## config.mk

```make
export PLATFORM = sky130hd
export DESIGN_NAME = dma_burst_sequencer
export DESIGN_NICKNAME = d
export VERILOG_FILES = /design/src/rtl/dma_burst_sequencer.sv
export SDC_FILE = /design/constraint.sdc
export NUM_CORES = 1
export LEC_CHECK = 0
export CAP_MARGIN = 20
export CORE_ASPECT_RATIO = 0.75
export CORE_UTILIZATION = 51
export CTS_CLUSTER_SIZE = 16
export DETAILED_ROUTE_END_ITERATION = 16
export GPL_ROUTABILITY_DRIVEN = 0
export PLACE_DENSITY_LB_ADDON = 0.3
export REMOVE_ABC_BUFFERS = 1
export SLEW_MARGIN = 0
export SYNTH_ARGS = -nofsm -noshare
export SYNTH_HDL_FRONTEND = slang
export SYNTH_SLANG_ARGS = --single-unit
```

## constraint.sdc

```tcl
create_clock -name clk -period 5.8 [get_ports clk]
set_input_delay 0.58 -clock clk [delete_from_list [all_inputs] [get_ports clk]]
set_output_delay 0.58 -clock clk [all_outputs]
set_load 0.02 [all_outputs]
```

## src/rtl/dma_burst_sequencer.sv

```systemverilog
// DMA burst sequencer: turns one src/dst/length descriptor into a series of
// host-memory burst commands that never cross a MAX_BURST-line boundary.
//
// state   | meaning
// --------+-------------------------------------------------------------
// S_IDLE  | waiting for a descriptor, desc_ready high
// S_ISSUE | burst command presented, waiting for cmd_ready
// S_GAP   | bubble between bursts, next burst size computed
// S_EMPTY | descriptor with no commands (zero length or misaligned)
// S_DONE  | xfer_done pulse, back to idle next cycle
module dma_burst_sequencer #(
  parameter int ADDR_W      = 48,
  parameter int LEN_W       = 40,
  parameter int LINE_BYTES  = 64,
  parameter int MAX_BURST   = 4,
  parameter int BURST_W     = 7,
  parameter int HOST_IS_SRC = 1
) (
  input  logic               clk,
  input  logic               reset,
  input  logic               sclr,
  input  logic               desc_valid,
  output logic               desc_ready,
  input  logic [ADDR_W-1:0]  desc_src,
  input  logic [ADDR_W-1:0]  desc_dst,
  input  logic [LEN_W-1:0]   desc_len,
  output logic               cmd_valid,
  input  logic               cmd_ready,
  output logic [ADDR_W-1:0]  cmd_src,
  output logic [ADDR_W-1:0]  cmd_dst,
  output logic [BURST_W-1:0] cmd_burstcount,
  output logic               cmd_last,
  output logic               xfer_done,
  output logic               busy,
  output logic               err_align,
  output logic [31:0]        burst_cnt
);

  localparam int LB_W    = $clog2(LINE_BYTES);
  localparam int BC_W    = $clog2(MAX_BURST) + 1;
  localparam int LINES_W = LEN_W - LB_W + 1;

  typedef enum logic [2:0] {
    S_IDLE,
    S_ISSUE,
    S_GAP,
    S_EMPTY,
    S_DONE
  } state_t;

  state_t              state_q, state_d;
  logic [ADDR_W-1:0]   src_q, src_d, dst_q, dst_d;
  logic [LINES_W-1:0]  rem_q, rem_d;
  logic [BC_W-1:0]     bc_q, bc_d, nb;
  logic                last_q, last_d, valid_q, valid_d;
  logic                done_q, done_d, busy_q, busy_d;
  logic                ready_q, ready_d, err_q, err_d;
  logic [31:0]         cnt_q, cnt_d;
  logic [LINES_W-1:0]  desc_lines;
  logic                desc_misaligned;
  logic [ADDR_W-1:0]   step;

  // Lines left before the next MAX_BURST-aligned boundary.
  function automatic logic [BC_W-1:0] room_of(input logic [ADDR_W-1:0] a);
    logic [ADDR_W-1:0] off;
    off = (a >> LB_W) & ADDR_W'(MAX_BURST - 1);
    return BC_W'(MAX_BURST) - BC_W'(off);
  endfunction

  function automatic logic [BC_W-1:0] burst_of(input logic [LINES_W-1:0] rem,
                                               input logic [BC_W-1:0]    room);
    return (rem < LINES_W'(room)) ? BC_W'(rem) : room;
  endfunction

  function automatic logic [ADDR_W-1:0] host_of(input logic [ADDR_W-1:0] s,
                                                input logic [ADDR_W-1:0] d);
    return (HOST_IS_SRC != 0) ? s : d;
  endfunction

  // A trailing partial line still costs a full line.
  assign desc_lines      = LINES_W'(desc_len >> LB_W) + LINES_W'(|desc_len[LB_W-1:0]);
  assign desc_misaligned = (|desc_src[LB_W-1:0]) | (|desc_dst[LB_W-1:0]);
  assign step            = ADDR_W'(bc_q) << LB_W;

  always_comb begin
    state_d = state_q;
    src_d   = src_q;
    dst_d   = dst_q;
    rem_d   = rem_q;
    bc_d    = bc_q;
    last_d  = last_q;
    valid_d = valid_q;
    err_d   = err_q;
    cnt_d   = cnt_q;
    nb      = '0;

    case (state_q)
      S_IDLE: begin
        if (desc_valid && ready_q) begin
          src_d = desc_src;
          dst_d = desc_dst;
          rem_d = desc_lines;
          if (desc_misaligned) begin
            err_d   = 1'b1;
            rem_d   = '0;
            state_d = S_EMPTY;
          end else if (desc_lines == '0) begin
            state_d = S_EMPTY;
          end else begin
            nb      = burst_of(desc_lines, room_of(host_of(desc_src, desc_dst)));
            bc_d    = nb;
            last_d  = (LINES_W'(nb) == desc_lines);
            valid_d = 1'b1;
            state_d = S_ISSUE;
          end
        end
      end
      S_ISSUE: begin
        if (valid_q && cmd_ready) begin
          src_d   = src_q + step;
          dst_d   = dst_q + step;
          rem_d   = rem_q - LINES_W'(bc_q);
          cnt_d   = cnt_q + 32'd1;
          valid_d = 1'b0;
          state_d = last_q ? S_DONE : S_GAP;
        end
      end
      S_GAP: begin
        nb      = burst_of(rem_q, room_of(host_of(src_q, dst_q)));
        bc_d    = nb;
        last_d  = (LINES_W'(nb) == rem_q);
        valid_d = 1'b1;
        state_d = S_ISSUE;
      end
      S_EMPTY: state_d = S_DONE;
      S_DONE:  state_d = S_IDLE;
      default: state_d = S_IDLE;
    endcase

    done_d  = (state_d == S_DONE);
    busy_d  = (state_d != S_IDLE);
    ready_d = (state_d == S_IDLE);

    // Clear behaves like reset but leaves desc_ready low for its own cycle.
    if (sclr) begin
      state_d = S_IDLE;
      src_d   = '0;
      dst_d   = '0;
      rem_d   = '0;
      bc_d    = '0;
      last_d  = 1'b0;
      valid_d = 1'b0;
      err_d   = 1'b0;
      cnt_d   = '0;
      done_d  = 1'b0;
      busy_d  = 1'b0;
      ready_d = 1'b0;
    end
  end

  always_ff @(posedge clk or posedge reset) begin
    if (reset) begin
      state_q <= S_IDLE;
      src_q   <= '0;
      dst_q   <= '0;
      rem_q   <= '0;
      bc_q    <= '0;
      last_q  <= 1'b0;
      valid_q <= 1'b0;
      err_q   <= 1'b0;
      cnt_q   <= '0;
      done_q  <= 1'b0;
      busy_q  <= 1'b0;
      ready_q <= 1'b0;
    end else begin
      state_q <= state_d;
      src_q   <= src_d;
      dst_q   <= dst_d;
      rem_q   <= rem_d;
      bc_q    <= bc_d;
      last_q  <= last_d;
      valid_q <= valid_d;
      err_q   <= err_d;
      cnt_q   <= cnt_d;
      done_q  <= done_d;
      busy_q  <= busy_d;
      ready_q <= ready_d;
    end
  end

  assign desc_ready     = ready_q;
  assign cmd_valid      = valid_q;
  assign cmd_src        = src_q;
  assign cmd_dst        = dst_q;
  assign cmd_burstcount = BURST_W'(bc_q);
  assign cmd_last       = last_q;
  assign xfer_done      = done_q;
  assign busy           = busy_q;
  assign err_align      = err_q;
  assign burst_cnt      = cnt_q;

endmodule

```

# Word level (Yosys, flattened, before mapping)

Cells that the tools add are included.

$add $sub $neg: 7
$lt $le $gt $ge: 2
Equality and inequality tests: 10
Mux-type cells: 48
Bitwise gates (word level): 1
Reduce and logical (&&, ||, !) cells: 22

Operators with widths:

| kind                                                              | number |
|---|---|
| 48-bit 2-to-1 mux                                                 | 6 |
| 48-bit case mux with 2 select lines                               | 2 |
| 35-bit 2-to-1 mux                                                 | 4 |
| 48-bit by 9-bit adder with 48-bit output                          | 2 |
| 32-bit 2-to-1 mux                                                 | 3 |
| 3-bit by 35-bit == test with 1-bit output                         | 2 |
| 35-bit by 3-bit < comparator with 1-bit output                    | 2 |
| 35-bit case mux with 2 select lines                               | 1 |
| 34-bit by 1-bit adder with 35-bit output                          | 1 |
| 35-bit zero test                                                  | 1 |
| 35-bit by 3-bit subtractor with 35-bit output                     | 1 |
| 32-bit by 1-bit adder with 32-bit output, second input constant   | 1 |
| 3-bit 2-to-1 mux                                                  | 10 |
| 6-bit OR reduction                                                | 3 |
| 1-bit 2-to-1 mux                                                  | 16 |
| 3-bit != test, second input constant                              | 4 |
| 3-bit case mux with 4 select lines                                | 1 |
| 2-bit nonzero test                                                | 5 |
| 3-bit nonzero test                                                | 3 |
| 3-bit by 2-bit == test with 1-bit output, second input constant   | 2 |
| 3-bit zero test                                                   | 2 |
| 3-bit case mux with 2 select lines                                | 1 |
| 3-bit AND reduction                                               | 2 |
| 3-bit by 2-bit subtractor with 3-bit output, first input constant | 2 |
| other kinds (11)                                                  | 13 |

Register bits after elaboration: 175
Input port bits: 141
Output and inout bits: 141
Logic and storage cells: 102

# Logic depth before layout (Yosys ltp)

Gate-level depths: netlist of run 1.

Word-level depth: 10
Mapped depth: 14
Gate-level depth less buffers: 13

# Worst setup path before layout of run 1

No wires, ideal clock.

Path kind: input port to flip-flop
From: in desc_len[3]
To: reg last_q, in the netlist cmd_last
Library setup time: 0.122 ns
Arrival: 3.354 ns
Required time: 5.678 ns
Slack: 2.324 ns
Stages: 14
Buffers on the path: 1
Cells stage by stage: nor4_1 > nand2_1 > ha_1 > ha_1 > nand4_1 > nor3_1 > or4_1 > nor4_1 > and4_1 > and3_4 > buf_6 > a31oi_1 > a31o_1 > a32o_1

Longest elaborated chain between the ends: 10
Elaborated cells between the ends (all ways): 13
Classes of those cells: add/sub (1); order compare (1); eq/ne (2); mux (6); reduce/logical (3)

RTL lines:

| item                                           | RTL line | RTL |
|---|---|---|
| start, declared                                | 26       | `input logic [LEN_W-1:0] desc_len,` |
| 6-bit OR reduction *                           | 81       | `assign desc_lines = LINES_W'(desc_len >> LB_W) + LINES_W'(\|desc_len[LB_W-1:0]);` |
| 34-bit by 1-bit adder with 35-bit output *     | 81       |  |
| 35-bit by 3-bit < comparator with 1-bit output | 72       | `return (rem < LINES_W'(room)) ? BC_W'(rem) : room;` |
| 3-bit 2-to-1 mux                               | 72       |  |
| 3-bit by 35-bit == test with 1-bit output      | 112      | `last_d = (LINES_W'(nb) == desc_lines);` |
| 1-bit 2-to-1 mux                               | 107      | `end else if (desc_lines == '0) begin` |
| 1-bit 2-to-1 mux                               | 103      | `if (desc_misaligned) begin` |
| 1-bit 2-to-1 mux                               | 99       | `if (desc_valid && ready_q) begin` |
| 1-bit case mux with 2 select lines             | 97       | `case (state_q)` |
| 1-bit 2-to-1 mux                               | 145      | `if (sclr) begin` |
| end signal, assigned                           | 181      | `last_q <= last_d;` |
| end, declared                                  | 55       | `logic last_q, last_d, valid_q, valid_d;` |

Mark *: on every way between the ends. The rest lies on a longest branch, timed or not. The select of a mux whose other input is x is not followed.
A chain may end at the register's enable or synchronous reset.

# Worst setup path in the final report of run 1

From: in desc_len[10]
To: reg last_q, in the netlist cmd_last

Longest elaborated chain between the ends: 9
Elaborated cells between the ends (all ways): 12
Classes of those cells: add/sub (1); order compare (1); eq/ne (2); mux (6); reduce/logical (2)

RTL lines:

| item                                           | RTL line |
|---|---|
| 34-bit by 1-bit adder with 35-bit output *     | 81 |
| 35-bit by 3-bit < comparator with 1-bit output | 72 |
| 3-bit 2-to-1 mux                               | 72 |
| 3-bit by 35-bit == test with 1-bit output      | 112 |
| 1-bit 2-to-1 mux                               | 107 |
| 1-bit 2-to-1 mux                               | 103 |
| 1-bit 2-to-1 mux                               | 99 |
| 1-bit case mux with 2 select lines             | 97 |
| 1-bit 2-to-1 mux                               | 145 |

Marks and branches as above.

==> summary.log, run 1 <==
[run_status] status completed
[global_routing] antenna violations before repair 0
[clocking] CTS Root Buffer Type sky130_fd_sc_hd__clkbuf_16
[global_routing] most used routing layer met2
[logic_synthesis] cell with the most instances after synthesis sky130_fd_sc_hd__dfrtp_1
[timing] number of slew-limit violations in the final report 0
[cells_and_area] final core area utilization 0.678
[setup_path] launching point of the worst reg2reg path bc_q[0]$_DFFE_PP0P_
[pwr] switching power share of the total 0.347
[logic_synthesis] Synth Warn # 0
[setup_path] critical path arrival 4.42 ns
[setup_path] largest fanout on the critical path 10
[setup_path] number of cells on the worst reg-to-reg path 12
[route] DRC violations left 0
[logic_synthesis] ranking of synthesized cells by instance count sky130_fd_sc_hd__dfrtp_1, sky130_fd_sc_hd__o21ai_0, sky130_fd_sc_hd__nand2_1
[global_routing] number of global-route vias before repair 11700
[global_routing] pin count of the biggest net entering global routing 143
[logic_synthesis] xor/xnor cell area share of the yosys netlist 0.0507
[route] via-per-instance ratio 6.38
[timing] maximum achievable frequency 243 MHz
[route] DRT Wirelength 39000 um
[logic_synthesis] top post-synthesis cells by area sky130_fd_sc_hd__dfrtp_1, sky130_fd_sc_hd__o21ai_0, sky130_fd_sc_hd__a21oi_1, sky130_fd_sc_hd__nand2_1, sky130_fd_sc_hd__nor2_1
[floorplan] Placement Rows 47
[timing] PnR worst setup slack 1.69 ns
[timing] Clock Skew 0.0124 ns
[route] total iterations of the first detailed-routing run 8
[clocking] number of buffers added to fix hold violations after cts 0
[logic_synthesis] Synth top area share 0.379
[logic_synthesis] fraction of registers with async set/reset 1.00
[logic_synthesis] compound-gate portion of the synthesized area 0.249
[floorplan] Initial Util 0.522
[route] WL/cell 19.9 um
[logic_synthesis] count of flip-flops with a built-in enable after synthesis 0
[global_routing] met3 track demand over resource 0.0767
[logic_synthesis] count of cell types in the netlist 83
[global_routing] met1 demand-to-capacity share in global routing 0.480
[pwr] maximum VDD drop 0.193 mV
[pwr] Gate power share 0.274
[logic_synthesis] Syn Std Cell Area 11600 um^2
[timing] Slew headroom 0.211
[logic_synthesis] synthesized-area fraction occupied by adder cells 0.0247
[route] post-detailed-route count of antenna-violating nets 0
[cells_and_area] number of nets at the end of the flow 1812
[logic_synthesis] simple-gate area share of the yosys netlist 0.246
[logic_synthesis] dominant combinational cell family by area after synthesis compound AO/OA/AOI/OAI gates
[setup_path] terminus of the critical flop-to-flop path rem_q[32]$_DFFE_PP0P_
[timing] period utilization 0.709
[clocking] Bufs on Longest Clock Path 2
[setup_path] setup slack of the most critical reg-to-reg path 1.82 ns
[pwr] clock network fraction of total power 0.321
[route] Starting DRT DRC Count 1505
[setup_path] Critical Path Start Type primary input
[floorplan] Vert. Die Dim 132 um
[cells_and_area] antenna diode count 0
[worst_hold_path] hold crit path type in2async
[timing] Final Critical Period 4.11 ns
[logic_synthesis] multiplexer area fraction after synthesis 0.00184
[pwr] total leakage power 0.00598 uW
[timing] number of hold violations in the final report 0
[cells_and_area] area overhead of the layout relative to synthesis 30.0%
[cells_and_area] layout cell share with drive strength beyond 1 0.0475
[global_routing] wire length of the first global-routing pass 62000 um
[placed_design] buffers added on ports 277
[logic_synthesis] gate count after technology mapping 1428
[global_routing] leftover overflow at the end of global routing 0
[clocking] number of buffers added by the clock tree synthesis step 17
[logic_synthesis] predominant post-synthesis flop cell sky130_fd_sc_hd__dfrtp_1
[placed_design] half-perimeter wire length of the detailed placement result 27300 um
[placed_design] Post-Place Worst Slack 1.51 ns
[floorplan] Die ar. 23300 um^2
[logic_synthesis] share of synthesized area occupied by flip-flops and latches 0.379
[setup_path] Required @ worst endpoint 6.11 ns
[global_routing] met2 usage 0.492
[pwr] power density over cell area 238 nW/um^2
[setup_path] crit end category flip-flop
[timing] Least-Margin Pin Slew 1.18 ns
[clocking] register clock-pin slew on the reported worst setup and hold paths 0.07 ns
[route] DR vias 12500
[run] maxcap violations 0
[clocking] CTS-repair resized insts 0
[floorplan] I/O pin count 282
[pwr] Pint 2330 uW
[clocking] Skew-Pair Late Insertion Delay 0.43 ns
[floorplan] Core Region 22200 um^2
[timing] number of endpoints failing setup at the final stage 0
[clocking] TritonCTS clock tree done
[clocking] number of H-tree levels 4
[pwr] register share of total power 0.405
[pwr] net switching component of the power 1240 uW
[floorplan] die width 176 um
[setup_path] class of the most critical setup path in2reg
[logic_synthesis] number of synthesized register bits 175
[clocking] number of sinks driven by the clock tree 175
[timing] tightest hold margin 0.502 ns
[logic_synthesis] synthesized area per cell 8.10 um^2
[clocking] post-CTS setup buffer count 0
[global_routing] Global Route Usage Sum 0.333
[timing] setup tns final 0 ns
[timing] RSZ-0062 raised after global routing no
[logic_synthesis] library cell occupying the most area in the post-synthesis netlist sky130_fd_sc_hd__dfrtp_1
==> how the worst max path moves through the flow <==
stage                                        to  slack, ns                  from  depth (start not counted)
final                      cmd_last$_DFFE_PP0P_       1.69          desc_len[10]                         10
after global placement     cmd_last$_DFFE_PP0P_       1.68           desc_len[3]                         14
after floorplan           rem_q[29]$_DFFE_PP0P_       0.22            desc_valid                          7
after CTS                 rem_q[32]$_DFFE_PP0P_       1.90  rem_q[0]$_DFFE_PP0P_                         13
after detailed placement   cmd_last$_DFFE_PP0P_       1.51          desc_len[10]                         10
after global routing        bc_q[2]$_DFFE_PP0P_       1.49           desc_len[5]                         13
==> metrics by stage <==
stage               area (um^2)  cells  power, uW
global placement          14500   1924       2400
floorplan                 11200   1341       1950
global route              15000   1956       3720
detailed placement        14500   1924       2430
CTS                       15000   1955       3570
finish                    15000   1956       3570
==> critical path, stage by stage <==
cell and delay (ns):
sky130_fd_sc_hd__clkdlybuf4s50_1 0.64, sky130_fd_sc_hd__nand3_1 0.29, sky130_fd_sc_hd__nor3_1 0.78, sky130_fd_sc_hd__o21ai_0 0.26
sky130_fd_sc_hd__o21ai_0 0.40, sky130_fd_sc_hd__nand3_1 0.20, sky130_fd_sc_hd__nor4_4 0.57, sky130_fd_sc_hd__a31oi_1 0.21
sky130_fd_sc_hd__a31o_1 0.26, sky130_fd_sc_hd__a32o_1 0.21
==> registers in the layout (all words and copies together) (netlist names) <==
register    cells
cmd_dst        48
rem_q          35
cmd_valid       1
busy            1
burst_cnt      32
bc_q            3
cmd_last        1
cmd_src        48
desc_ready      1
err_align       1
xfer_done       1
state_q         3
==> metal layers <==
metal  share of wire  up-vias
met3            0.11       93
met1            0.43     5905
met2            0.43      741
met5               0        -
met4           0.028        0
li1                -     5733
==> cells in the final DEF (no fill, tap or decap), types with 8 or more instances in the layout <==
master	n
sky130_fd_sc_hd__a21oi_1	115
sky130_fd_sc_hd__a22o_1	32
sky130_fd_sc_hd__a22oi_1	19
sky130_fd_sc_hd__a31oi_1	25
sky130_fd_sc_hd__a32oi_1	10
sky130_fd_sc_hd__and2_1	8
sky130_fd_sc_hd__and3_1	28
sky130_fd_sc_hd__and4_1	15
sky130_fd_sc_hd__buf_4	11
sky130_fd_sc_hd__clkbuf_16	17
sky130_fd_sc_hd__clkdlybuf4s50_1	276
sky130_fd_sc_hd__dfrtp_1	175
sky130_fd_sc_hd__ha_1	18
sky130_fd_sc_hd__inv_1	41
sky130_fd_sc_hd__inv_6	8
sky130_fd_sc_hd__nand2_1	149
sky130_fd_sc_hd__nand3_1	55
sky130_fd_sc_hd__nand4_1	35
sky130_fd_sc_hd__nor2_1	111
sky130_fd_sc_hd__nor2b_1	10
sky130_fd_sc_hd__nor3_1	52
sky130_fd_sc_hd__nor4_1	32
sky130_fd_sc_hd__o21ai_0	171
sky130_fd_sc_hd__o22ai_1	26
sky130_fd_sc_hd__or3_1	14
sky130_fd_sc_hd__or4_1	9
sky130_fd_sc_hd__xnor2_1	32
sky130_fd_sc_hd__xor2_1	35
==> power by group through the flow <==
stage | sequential [uW] | combinational [uW] | clock [uW]
after floorplan | 1540 | 409 | 0
after global placement | 1460 | 945 | 0
after detailed placement | 1460 | 963 | 0
after CTS | 1440 | 967 | 1160
after global routing | 1460 | 1050 | 1210
final | 1450 | 981 | 1150
==> area by class of cell <==
cell class	count	area [um^2]
clock buffer	17	425
clock inverter	14	146
fill	1806	7130
inverter	43	166
multi-input combinational	1123	6670
sequential	175	4380
tap	294	368
timing repair buffer	290	2890
==> cell families after synthesis <==
kind of cell / count (synthesis)
AND/OR/NAND/NOR: 558
AO/OA/AOI/OAI: 471
flip-flops: 175
buffers and inverters: 133
XOR/XNOR: 67
adder cells (fa/ha/maj): 21
multiplexers: 2
other: 1
Power figures use the tool's default switching activity.
==> inputs of run 2 (changes only) <==
--- a/config.mk
+++ b/config.mk
@@ -7,7 +7,7 @@
 export LEC_CHECK = 0
 export CAP_MARGIN = 20
 export CORE_ASPECT_RATIO = 0.75
-export CORE_UTILIZATION = 51
+export CORE_UTILIZATION = 46
 export CTS_CLUSTER_SIZE = 16
 export DETAILED_ROUTE_END_ITERATION = 16
 export GPL_ROUTABILITY_DRIVEN = 0
==> constraint.sdc (replaced) <==
create_clock -name clk -period 3.3 [get_ports clk]
set_input_delay 0.33 -clock clk [delete_from_list [all_inputs] [get_ports clk]]
set_output_delay 0.33 -clock clk [all_outputs]
set_load 0.02 [all_outputs]
==> run 2 against run 1 <==
Effect of this change: cell area up 6.9%; clock power is 79% higher; critical path depth is 3 higher; sequential cell count is the same; final cell count is 7.5% higher; worst hold slack worse by 0.20 ns; combinational power up 92%; core utilization down 1.8 points; critical path type unchanged; critical endpoint is now bc_q[1]$_DFFE_PP0P_.
==> summary.log, run 2 (same netlist as run 1, synthesis figures left out) <==
[cells_and_area] area overhead of the layout relative to synthesis 39.0%
[route] via-per-instance ratio 6.25 [-1.9%]
[timing] number of hold violations in the final report 0 [unchanged]
[route] total iterations of the first detailed-routing run 7 [-1]
[worst_hold_path] Hold Path Origin sclr
[pwr] Gate power share 0.290 [+0.016]
[setup_path] Required @ worst endpoint 3.62 ns [-2.49 ns]
[pwr] power density over cell area 403 nW/um^2 [+69%]
[floorplan] Initial Util 0.475 [-0.0465]
[global_routing] wire length of the first global-routing pass 65600 um [+5.8%]
[setup_path] class of the most critical setup path in2reg
[setup_path] number of cells on the worst reg-to-reg path 14 [+2]
[route] post-detailed-route count of antenna-violating nets 0 [unchanged]
[global_routing] pin count of the biggest net entering global routing 104 [-27%]
[timing] number of endpoints failing setup at the final stage 0 [unchanged]
[pwr] total leakage power 0.00660 uW [+10%]
[run] maxcap violations 0 [unchanged]
[global_routing] antenna violations before repair 0 [unchanged]
[timing] Final Critical Period 3.20 ns
[pwr] maximum VDD drop 0.385 mV [+99%]
[timing] number of slew-limit violations in the final report 0 [unchanged]
[floorplan] die width 185 um [+5.2%]
[floorplan] I/O pin count 282 [unchanged]
[cells_and_area] most used cells in the layout excluding fill and tap cells sky130_fd_sc_hd__clkdlybuf4s50_1, sky130_fd_sc_hd__dfrtp_1, sky130_fd_sc_hd__o21ai_0
[timing] maximum achievable frequency 313 MHz
[floorplan] Vert. Die Dim 139 um [+5.2%]
[timing] setup tns final 0 ns [unchanged]
[setup_path] stage delay of the slowest cell on the critical path 0.50 ns [-0.28 ns]
[run_status] status completed
[route] Starting DRT DRC Count 1666 [+11%]
[setup_path] Critical Path Start Type primary input
[setup_path] Critical-path top delay cell sky130_fd_sc_hd__clkdlybuf4s50_1
[setup_path] family of cells with the greatest summed delay on the critical path simple AND/OR/NAND/NOR gates
[clocking] number of H-tree levels 4 [unchanged]
[setup_path] largest fanout on the critical path 7 [-3]
[pwr] register share of total power 0.392 [-0.013]
[placed_design] Post-Place Worst Slack -0.527 ns [-2.03 ns]
[cells_and_area] antenna diode count 0 [unchanged]
[timing] Least-Margin Pin Slew 1.04 ns [-0.140 ns]
[clocking] TritonCTS clock tree done
[timing] PnR worst setup slack 0.104 ns [-1.59 ns]
[global_routing] leftover overflow at the end of global routing 0 [unchanged]
[timing] period utilization 0.968
[timing] Clock Skew 0.0110 ns [-0.00144 ns]
[cells_and_area] number of nets at the end of the flow 1920 [+6.0%]
[placed_design] half-perimeter wire length of the detailed placement result 29400 um [+7.8%]
[setup_path] number of buffers and inverters on the critical path 2 [+1]
[floorplan] Core Region 24300 um^2 [+9.8%]
[route] DRC violations left 0 [unchanged]
[worst_hold_path] endpoint with the worst hold slack burst_cnt[22]$_DFFE_PP0P_
[clocking] Skew-Pair Late Insertion Delay 0.44 ns [about the same]
[pwr] net switching component of the power 2200 uW [+78%]
[clocking] number of sinks driven by the clock tree 175 [unchanged]
[floorplan] Placement Rows 49 [+4.3%]
[setup_path] critical path arrival 3.52 ns [-0.90 ns]
[worst_hold_path] Hold Path Stages 2
[clocking] CTS Root Buffer Type sky130_fd_sc_hd__clkbuf_16
[setup_path] CP Cell Sequence clkdlybuf4s50_1, ha_4, ha_4, nand4_1, buf_4, o21a_1, or4_4, nor4_4, and4_1, and3_4, a31oi_2, o221ai_1, a21oi_1
[pwr] clock network fraction of total power 0.319 [-0.002]
[pwr] Pint 4280 uW [+83%]
[placed_design] buffers added on ports 277 [unchanged]
[cells_and_area] most common library cell in the layout ignoring fill and taps sky130_fd_sc_hd__clkdlybuf4s50_1
[route] WL/cell 19.9 um [about the same]
[setup_path] most frequent CP cell sky130_fd_sc_hd__ha_4
[route] DR vias 13100 [+5.4%]
[clocking] number of buffers added by the clock tree synthesis step 17 [unchanged]
[global_routing] Global Route Usage Sum 0.320 [-0.0130]
[clocking] number of buffers added to fix hold violations after cts 0 [unchanged]
[setup_path] terminus of the critical flop-to-flop path rem_q[34]$_DFFE_PP0P_
[global_routing] number of global-route vias before repair 12300 [+5.9%]
[setup_path] launching point of the worst reg2reg path rem_q[0]$_DFFE_PP0P_
[worst_hold_path] hold crit path type in2reg
[setup_path] crit end category flip-flop
[floorplan] Die ar. 25800 um^2 [+11%]
[timing] Slew headroom 0.304 [+0.0933]
[clocking] register clock-pin slew on the reported worst setup and hold paths 0.07 ns [about the same]
[pwr] switching power share of the total 0.340 [-0.00702]
[route] DRT Wirelength 41900 um [+7.5%]
[cells_and_area] layout cell share with drive strength beyond 1 0.115 [+0.0677]
[clocking] Bufs on Longest Clock Path 2 [unchanged]
[setup_path] setup slack of the most critical reg-to-reg path 0.15 ns [-1.67 ns]
[pwr] post-layout power 6480 uW [+81%]
-- run 2: cell count changes in the layout (fill, tap and decap cells not counted), moves of 4 or more --
cell                              before  now
sky130_fd_sc_hd__inv_6                 8    4
sky130_fd_sc_hd__clkinv_2              1    5
sky130_fd_sc_hd__nor4_1               32   27
sky130_fd_sc_hd__buf_4                11  117
sky130_fd_sc_hd__clkdlybuf4s50_1     276  270
sky130_fd_sc_hd__dlymetal6s2s_1        0    6
sky130_fd_sc_hd__nor4_2                2    6
-- run 2: worst reg2reg max path, stage by stage (launching register included) --
cell,delay (ns)
sky130_fd_sc_hd__dfrtp_1,0.38
sky130_fd_sc_hd__inv_1,0.08
sky130_fd_sc_hd__ha_1,0.17
sky130_fd_sc_hd__inv_1,0.06
sky130_fd_sc_hd__fa_2,0.37
sky130_fd_sc_hd__a2111o_1,0.49
sky130_fd_sc_hd__nor4b_4,0.25
sky130_fd_sc_hd__nand2_1,0.16
sky130_fd_sc_hd__or2_4,0.32
sky130_fd_sc_hd__nor2_4,0.14
sky130_fd_sc_hd__nand2_1,0.09
sky130_fd_sc_hd__buf_4,0.15
sky130_fd_sc_hd__nor4b_2,0.21
sky130_fd_sc_hd__o21ai_1,0.10
sky130_fd_sc_hd__nand2_1,0.11
-- run 2: metal layers --
metal | global-route usage | wire [um]
met2 | 0.473 | 18200
met3 | 0.0843 | 4780
met4 | 0.0974 | 917
met1 | 0.457 | 18000
met5 | 0 | 0
-- run 2: through the flow --
stage / cells / area, um^2 / hold WS (ns) / util
after floorplan: 1341 / 11200 / 0.393 / -
after global placement: 2065 / 15300 / 0.476 / 0.629
after detailed placement: 2065 / 15300 / 0.485 / 0.629
after CTS: 2100 / 15900 / 0.286 / 0.654
after global routing: 2102 / 16100 / 0.302 / 0.661
final: 2102 / 16100 / 0.301 / 0.661
-- run 2: area by class of cell --
type	count	area, um^2
fill	2003	8260
clock inverter	13	138
timing repair buffer	398	3740
clock buffer	19	443
sequential	175	4380
multi-input combinational	1123	6800
inverter	43	166
tap	331	414
-- run 2: repair_timing --
| action | in CTS | in global routing |
|---|---|---|
| hold endpoints to repair | 0 | 0 |
| pin swaps | 6 | 19 |
| resized for setup | 2 | 31 |
| setup buffers | 3 | 2 |
| setup endpoints to repair | 2 | 16 |
-- run 2: worst max path at each step --
stage	from	to	cells past startpoint
after floorplan	desc_ready$_DFF_PP0_	rem_q[29]$_DFFE_PP0P_	7
after global placement	desc_len[3]	cmd_last$_DFFE_PP0P_	14
after detailed placement	desc_len[3]	cmd_last$_DFFE_PP0P_	14
after CTS	desc_len[3]	cmd_last$_DFFE_PP0P_	14
after global routing	rem_q[0]$_DFFE_PP0P_	rem_q[34]$_DFFE_PP0P_	14
final	desc_len[6]	bc_q[1]$_DFFE_PP0P_	13
-- run 2: power groups by stage --
stage               sequential, uW  combinational, uW  clock, uW
finish                        2540               1880       2060
global route                  2560               2010       2160
CTS                           2530               1840       2080
detailed placement            2570               1820          0
global placement              2550               1790          0
floorplan                     2710                718          0
==> inputs of run 3 (changes only) <==
--- a/config.mk
+++ b/config.mk
@@ -7,7 +7,7 @@
 export LEC_CHECK = 0
 export CAP_MARGIN = 20
 export CORE_ASPECT_RATIO = 0.75
-export CORE_UTILIZATION = 46
+export CORE_UTILIZATION = 25
 export CTS_CLUSTER_SIZE = 16
 export DETAILED_ROUTE_END_ITERATION = 16
 export GPL_ROUTABILITY_DRIVEN = 0
==> run 3 against run 2 <==
Effect of this change: routed wire length increased by 11%; count of clock-buffer cells in the layout is 1 lower; power rose by 0.60%; clock skew shrank 0.0013 ns; first-iteration DRC count is 41% lower; final cell count rose by 14%; critical path type unchanged; largest cell class unchanged.
==> summary.log, run 3 (same netlist as run 1, synthesis figures left out) <==
[run_status] status completed
[global_routing] met1 demand-to-capacity share in global routing 0.280 [-0.176]
[clocking] CTS Root Buffer Type sky130_fd_sc_hd__clkbuf_16
[timing] number of slew-limit violations in the final report 0 [unchanged]
[route] via-per-instance ratio 5.38 [-14%]
[route] Starting DRT DRC Count 988 [-41%]
[clocking] number of sinks driven by the clock tree 175 [unchanged]
[clocking] number of buffers added to fix hold violations after cts 0 [unchanged]
[setup_path] logic depth of the worst setup path including buffers 15 [+2]
[cells_and_area] area overhead of the layout relative to synthesis 43.7%
[timing] maximum achievable frequency 304 MHz [-2.8%]
[cells_and_area] most used cells in the layout excluding fill and tap cells sky130_fd_sc_hd__clkdlybuf4s50_1, sky130_fd_sc_hd__dfrtp_1, sky130_fd_sc_hd__o21ai_0
[clocking] Bufs on Longest Clock Path 2 [unchanged]
[global_routing] met3 track demand over resource 0.0470 [-0.0373]
[timing] Final Critical Period 3.29 ns [+0.0931 ns]
[floorplan] Initial Util 0.256 [-0.219]
[cells_and_area] FILL cells 4603 [+130%]
[pwr] clock network fraction of total power 0.318 [about the same]
[route] post-detailed-route count of antenna-violating nets 0 [unchanged]
[global_routing] leftover overflow at the end of global routing 0 [unchanged]
[cells_and_area] number of cells in the finished layout apart from fillers 2387 [+14%]
[setup_path] class of the most critical setup path in2reg
[placed_design] placed insts 2348 [+14%]
[global_routing] met2 usage 0.288 [-0.185]
[route] DRT Wirelength 46700 um [+11%]
[cells_and_area] layout cell share with drive strength beyond 1 0.129 [+0.0137]
[route] total iterations of the first detailed-routing run 5 [-2]
[global_routing] antenna violations before repair 3 [+3]
[pwr] post-layout power 6520 uW [+0.60%]
[global_routing] number of global-route vias before repair 12200 [-1.4%]
[cells_and_area] number of nets at the end of the flow 1950 [+1.6%]
[pwr] power density over cell area 392 nW/um^2 [-2.6%]
[setup_path] Required @ worst endpoint 3.60 ns [-0.02 ns]
[floorplan] I/O pin count 282 [unchanged]
[setup_path] Critical-path top delay cell sky130_fd_sc_hd__clkdlybuf4s50_1
[floorplan] Placement Rows 67 [+37%]
[pwr] maximum VDD drop 0.345 mV [-10%]
[cells_and_area] most common library cell in the layout ignoring fill and taps sky130_fd_sc_hd__clkdlybuf4s50_1
[placed_design] buffers added on ports 277 [unchanged]
[cells_and_area] area of the multi-input gates 6790 um^2 [-0.11%]
[placed_design] Cell Area, Placed 15800 um^2 [+3.5%]
[floorplan] Core Region 45200 um^2 [+86%]
[floorplan] Die ar. 47100 um^2 [+83%]
[clocking] number of buffers added by the clock tree synthesis step 17 [unchanged]
[clocking] register clock-pin slew on the reported worst setup and hold paths 0.07 ns [about the same]
[timing] period utilization 0.997 [+0.0282]
[global_routing] most used routing layer met2
[timing] Clock Skew 0.00973 ns [-0.00125 ns]
[timing] number of hold violations in the final report 0 [unchanged]
[cells_and_area] area occupied by registers 4380 um^2 [unchanged]
[pwr] net switching component of the power 2250 uW [+2.0%]
[setup_path] crit end category flip-flop
[worst_hold_path] hold crit path type in2async
[floorplan] Vert. Die Dim 188 um [+35%]
[route] WL/cell 19.6 um [-1.9%]
[run] maxcap violations 0 [unchanged]
[cells_and_area] final core area utilization 0.368 [-0.293]
[timing] number of endpoints failing setup at the final stage 0 [unchanged]
[timing] Least-Margin Pin Slew 0.742 ns [-0.300 ns]
[setup_path] number of buffers and inverters on the critical path 4 [+2]
[placed_design] half-perimeter wire length of the detailed placement result 33900 um [+15%]
[timing] Slew headroom 0.505 [+0.201]
[clocking] Skew-Pair Late Insertion Delay 0.44 ns [about the same]
[setup_path] largest fanout on the critical path 6 [-1]
[setup_path] Critical Path Start Type primary input
[clocking] TritonCTS clock tree done
[pwr] Pint 4270 uW [-0.14%]
[pwr] switching power share of the total 0.345 [+0.00488]
[pwr] register share of total power 0.389 [-0.003]
[cells_and_area] final non-filler cell area 16600 um^2 [+3.3%]
[setup_path] family of cells with the greatest summed delay on the critical path simple AND/OR/NAND/NOR gates
[setup_path] critical path arrival 3.59 ns [+0.07 ns]
[route] DRC violations left 0 [unchanged]
[global_routing] wire length of the first global-routing pass 71900 um [+9.6%]
[global_routing] pin count of the biggest net entering global routing 96 [-7.7%]
[pwr] total leakage power 0.00672 uW [+1.9%]
[clocking] number of H-tree levels 4 [unchanged]
[pwr] Gate power share 0.293 [+0.003]
[setup_path] stage delay of the slowest cell on the critical path 0.51 ns [about the same]
[setup_path] number of cells on the worst reg-to-reg path 13 [-1]
[route] DR vias 12800 [-2.4%]
[setup_path] CP Cell Sequence clkdlybuf4s50_1, ha_4, ha_4, nand4_1, buf_4, or3_4, nor3_4, a21oi_2, or3_4, nor4_4, buf_6, buf_6, a31oi_1, o221ai_1, a21oi_1
[floorplan] die width 250 um [+35%]
[global_routing] Global Route Usage Sum 0.194 [-0.126]
-- run 3: cell count changes in the layout (fill, tap and decap cells not counted), sizes merged --
cell	previous run	this run
clkbuf	19	18
inv	45	44
clkinv	9	6
buf	122	152
clkinvlp	0	4
diode	0	1
-- run 3: worst paths after layout --
kind	from	end	slack, ns
hold reg to reg	cmd_dst[1]$_DFFE_PP0P_	cmd_dst[1]$_DFFE_PP0P_	0.51
min in group clk	sclr	err_align$_DFFE_PP0P_	0.44
hold / removal	reset	cmd_src[16]$_DFFE_PP0P_	0.29
setup reg to reg	rem_q[0]$_DFFE_PP0P_	rem_q[32]$_DFFE_PP0P_	0.15
setup / recovery	desc_len[6]	bc_q[0]$_DFFE_PP0P_	0.01
max in group asynchronous	reset	cmd_dst[14]$_DFFE_PP0P_	2.20
-- run 3: area by class of cell --
type	count	area share
multi-input combinational	1123	0.409
sequential	175	0.264
timing repair buffer	428	0.239
tap	586	0.0441
clock buffer	18	0.0258
inverter	43	0.0100
clock inverter	13	0.00843
antenna	1	0.000151
-- run 3: layer usage --
| metal | share of wire | up-vias | routed length (um) |
|---|---|---|---|
| li1 | - | 6006 | - |
| met1 | 0.48 | 6275 | 22400 |
| met2 | 0.43 | 502 | 20100 |
| met3 | 0.075 | 45 | 3500 |
| met4 | 0.016 | 4 | 729 |
| met5 | 0.00045 | - | 21 |
-- run 3: what timing repair did --
action	CTS	global route
gates resized for setup	5	26
setup buffers	2	5
pin swaps	4	22
endpoints found under the setup margin	6	17
-- run 3: per-stage QoR --
step	setup slack (ns)	setup TNS [ns]	hold slack, ns
after floorplan	-2.18	-458.41	0.393
after global placement	-0.590	-3.09	0.491
after detailed placement	-0.652	-3.53	0.498
after CTS	0.0107	0	0.288
after global routing	-0.0690	-0.0978	0.296
final	0.0111	0	0.291
-- run 3: power groups by stage --
stage / sequential, uW / combinational (uW) / clock, uW
6_report: 2540 / 1910 / 2070
5_1_grt: 2570 / 2070 / 2210
4_1_cts: 2530 / 1900 / 2130
3_5_place_dp: 2570 / 1890 / 0
3_3_place_gp: 2560 / 1880 / 0
2_1_floorplan: 2710 / 718 / 0
-- run 3: worst reg2reg max path, stage by stage, from the launching register on --
cell and delay (ns):
sky130_fd_sc_hd__dfrtp_1 0.39, sky130_fd_sc_hd__inv_1 0.08, sky130_fd_sc_hd__ha_1 0.17, sky130_fd_sc_hd__inv_1 0.06, sky130_fd_sc_hd__fa_2 0.34, sky130_fd_sc_hd__a2111o_1 0.44, sky130_fd_sc_hd__nor4b_4 0.34, sky130_fd_sc_hd__nand2_1 0.15
sky130_fd_sc_hd__or2_4 0.30, sky130_fd_sc_hd__nor2_2 0.12, sky130_fd_sc_hd__nand2_1 0.10, sky130_fd_sc_hd__o311a_1 0.30, sky130_fd_sc_hd__a21oi_1 0.13, sky130_fd_sc_hd__o21ai_0 0.09
==> RTL change, RTL diff (config.mk and constraints of run 2) <==
Change the parameter `LEN_W` from 40 to 20.
--- a/src/rtl/dma_burst_sequencer.sv
+++ b/src/rtl/dma_burst_sequencer.sv
@@ -12,3 +12,3 @@
   parameter int ADDR_W      = 48,
-  parameter int LEN_W       = 40,
+  parameter int LEN_W       = 20,
   parameter int LINE_BYTES  = 64,
Interface: changed (resized desc_len); port bits go from 282 to 262. No check against the original RTL was run, so the function may have changed too.
==> RTL change against run 2 <==
- sequential cell count is 20 lower
- register-to-register slack better by 0.04 ns
- synthesized area decreased by 17%
- first-iteration DRC count decreased by 35%
- via count decreased by 25%
- synthesized cell count decreased by 21%
- total power is 5.6% higher
- sequential power is essentially flat
- clock skew about the same
- global-route usage decreased by 3.7 points
- design area decreased by 17%
- worst setup slack improved by 0.083 ns
- cell count shrank 20%
- routed wire length down 27%
- largest cell class unchanged
==> RTL change: results (changes against run 2) <==
Setup path
  • Slowest stage cell, crit path: or4b_1
  • Crit Path Max Fanout: 4 (-3)

Synth
  • Top area cells in the synthesized netlist: dfrtp_1 (40%), o21ai_0 (5.6%), nand2_1 (4.6%)
  • Multiplexer share of the synthesized area: 1.07% (+0.88 points)
  • Compound-gate portion of the synthesized area: 20.5% (-4.4 points)
  • Synth Area in XOR/XNOR: 6.91% (+1.8 points)
  • Syn Area/Cell: 8.50 um2 (+5.0%)
  • Seq/Total Area, Yosys: 40.3% (+2.4 points)
  • Post-synthesis cell type count: 75 (-9.6%)

Layout
  • Final nets: 1537 (-20%)
  • Proportion of layout cells with a drive suffix above 1: 7.67% (-3.8 points)

Pwr
  • Cell-internal power: 4.24 mW (-0.81%)
  • Peak VDD IR: 0.365 mV (-5.2%)
  • PD cells: 515 mW/mm2 (+28%)
  • Reg power frac: 37.1% (-2.1 points)
  • Comb. pwr: 2.40 mW (+28%)
  • Static Leak: 5.34 nW (-19%)

Global routing
  • Initial antenna violation count: 2 (+2)
  • M3 GR Usage: 5.55% (-2.9 points)
  • First-pass GRT wire length: 48000 um (-27%)
  • GRT Overall Usage: 28.3% (-3.7 points)
  • Vias in the first global route: 9201 (-25%)
  • GRT met2 Usage: 42.5% (-4.8 points)
  • Largest net degree at the start of global routing: 65 (-38%)

Timing
  • Final Skew: 0.0105 ns (-0.000451 ns)
  • Worst Tran Pin Value: 1.04 ns (-0.00586 ns)

Route
  • DR vias/cell: 5.81 (-7.1%)
  • Detailed-route via count: 9824 (-25%)
  • DR pass1 iterations: 6 (-1)

Place
  • Dpl cells: 1658 (-20%)
  • DPL Wire Length: 21800 um (-26%)
  • Placed cell area: 0.0127 mm2 (-17%)

Clock tree
  • Post-CTS Setup Repair Bufs: 0 (-3)

Outcome
  • Status: finished clean
[RTL change: worst paths after layout]
check                          start          end  slack, ns  cells after the start
max                          bc_q[0]  cmd_src[46]       0.19                     11
min                             sclr   desc_ready       0.30                      2
max reg2reg                  bc_q[0]  cmd_src[46]       0.19                     11
min reg2reg                err_align    err_align       0.51                      2
max in group asynchronous      reset    rem_q[10]       2.20                      3
min in group asynchronous      reset  cmd_dst[40]       0.36                      2
[RTL change: per-layer routing]
metal / share of wire, % / vias to the layer above
met1: 45 / 4592
met5: 0.039 / -
met4: 2.1 / 2
met3: 8.9 / 51
met2: 44 / 541
li1: - / 4638
[RTL change: layout make-up]
type / count / area, um2
clock inverters: 14 / 128
fillers: 1739 / 7110
well taps: 282 / 353
clock buffers: 18 / 429
multi-input cells: 876 / 5370
repair buffers: 305 / 2950
inverters: 40 / 155
flip-flops and latches: 155 / 3880
diodes: 1 / 2.50
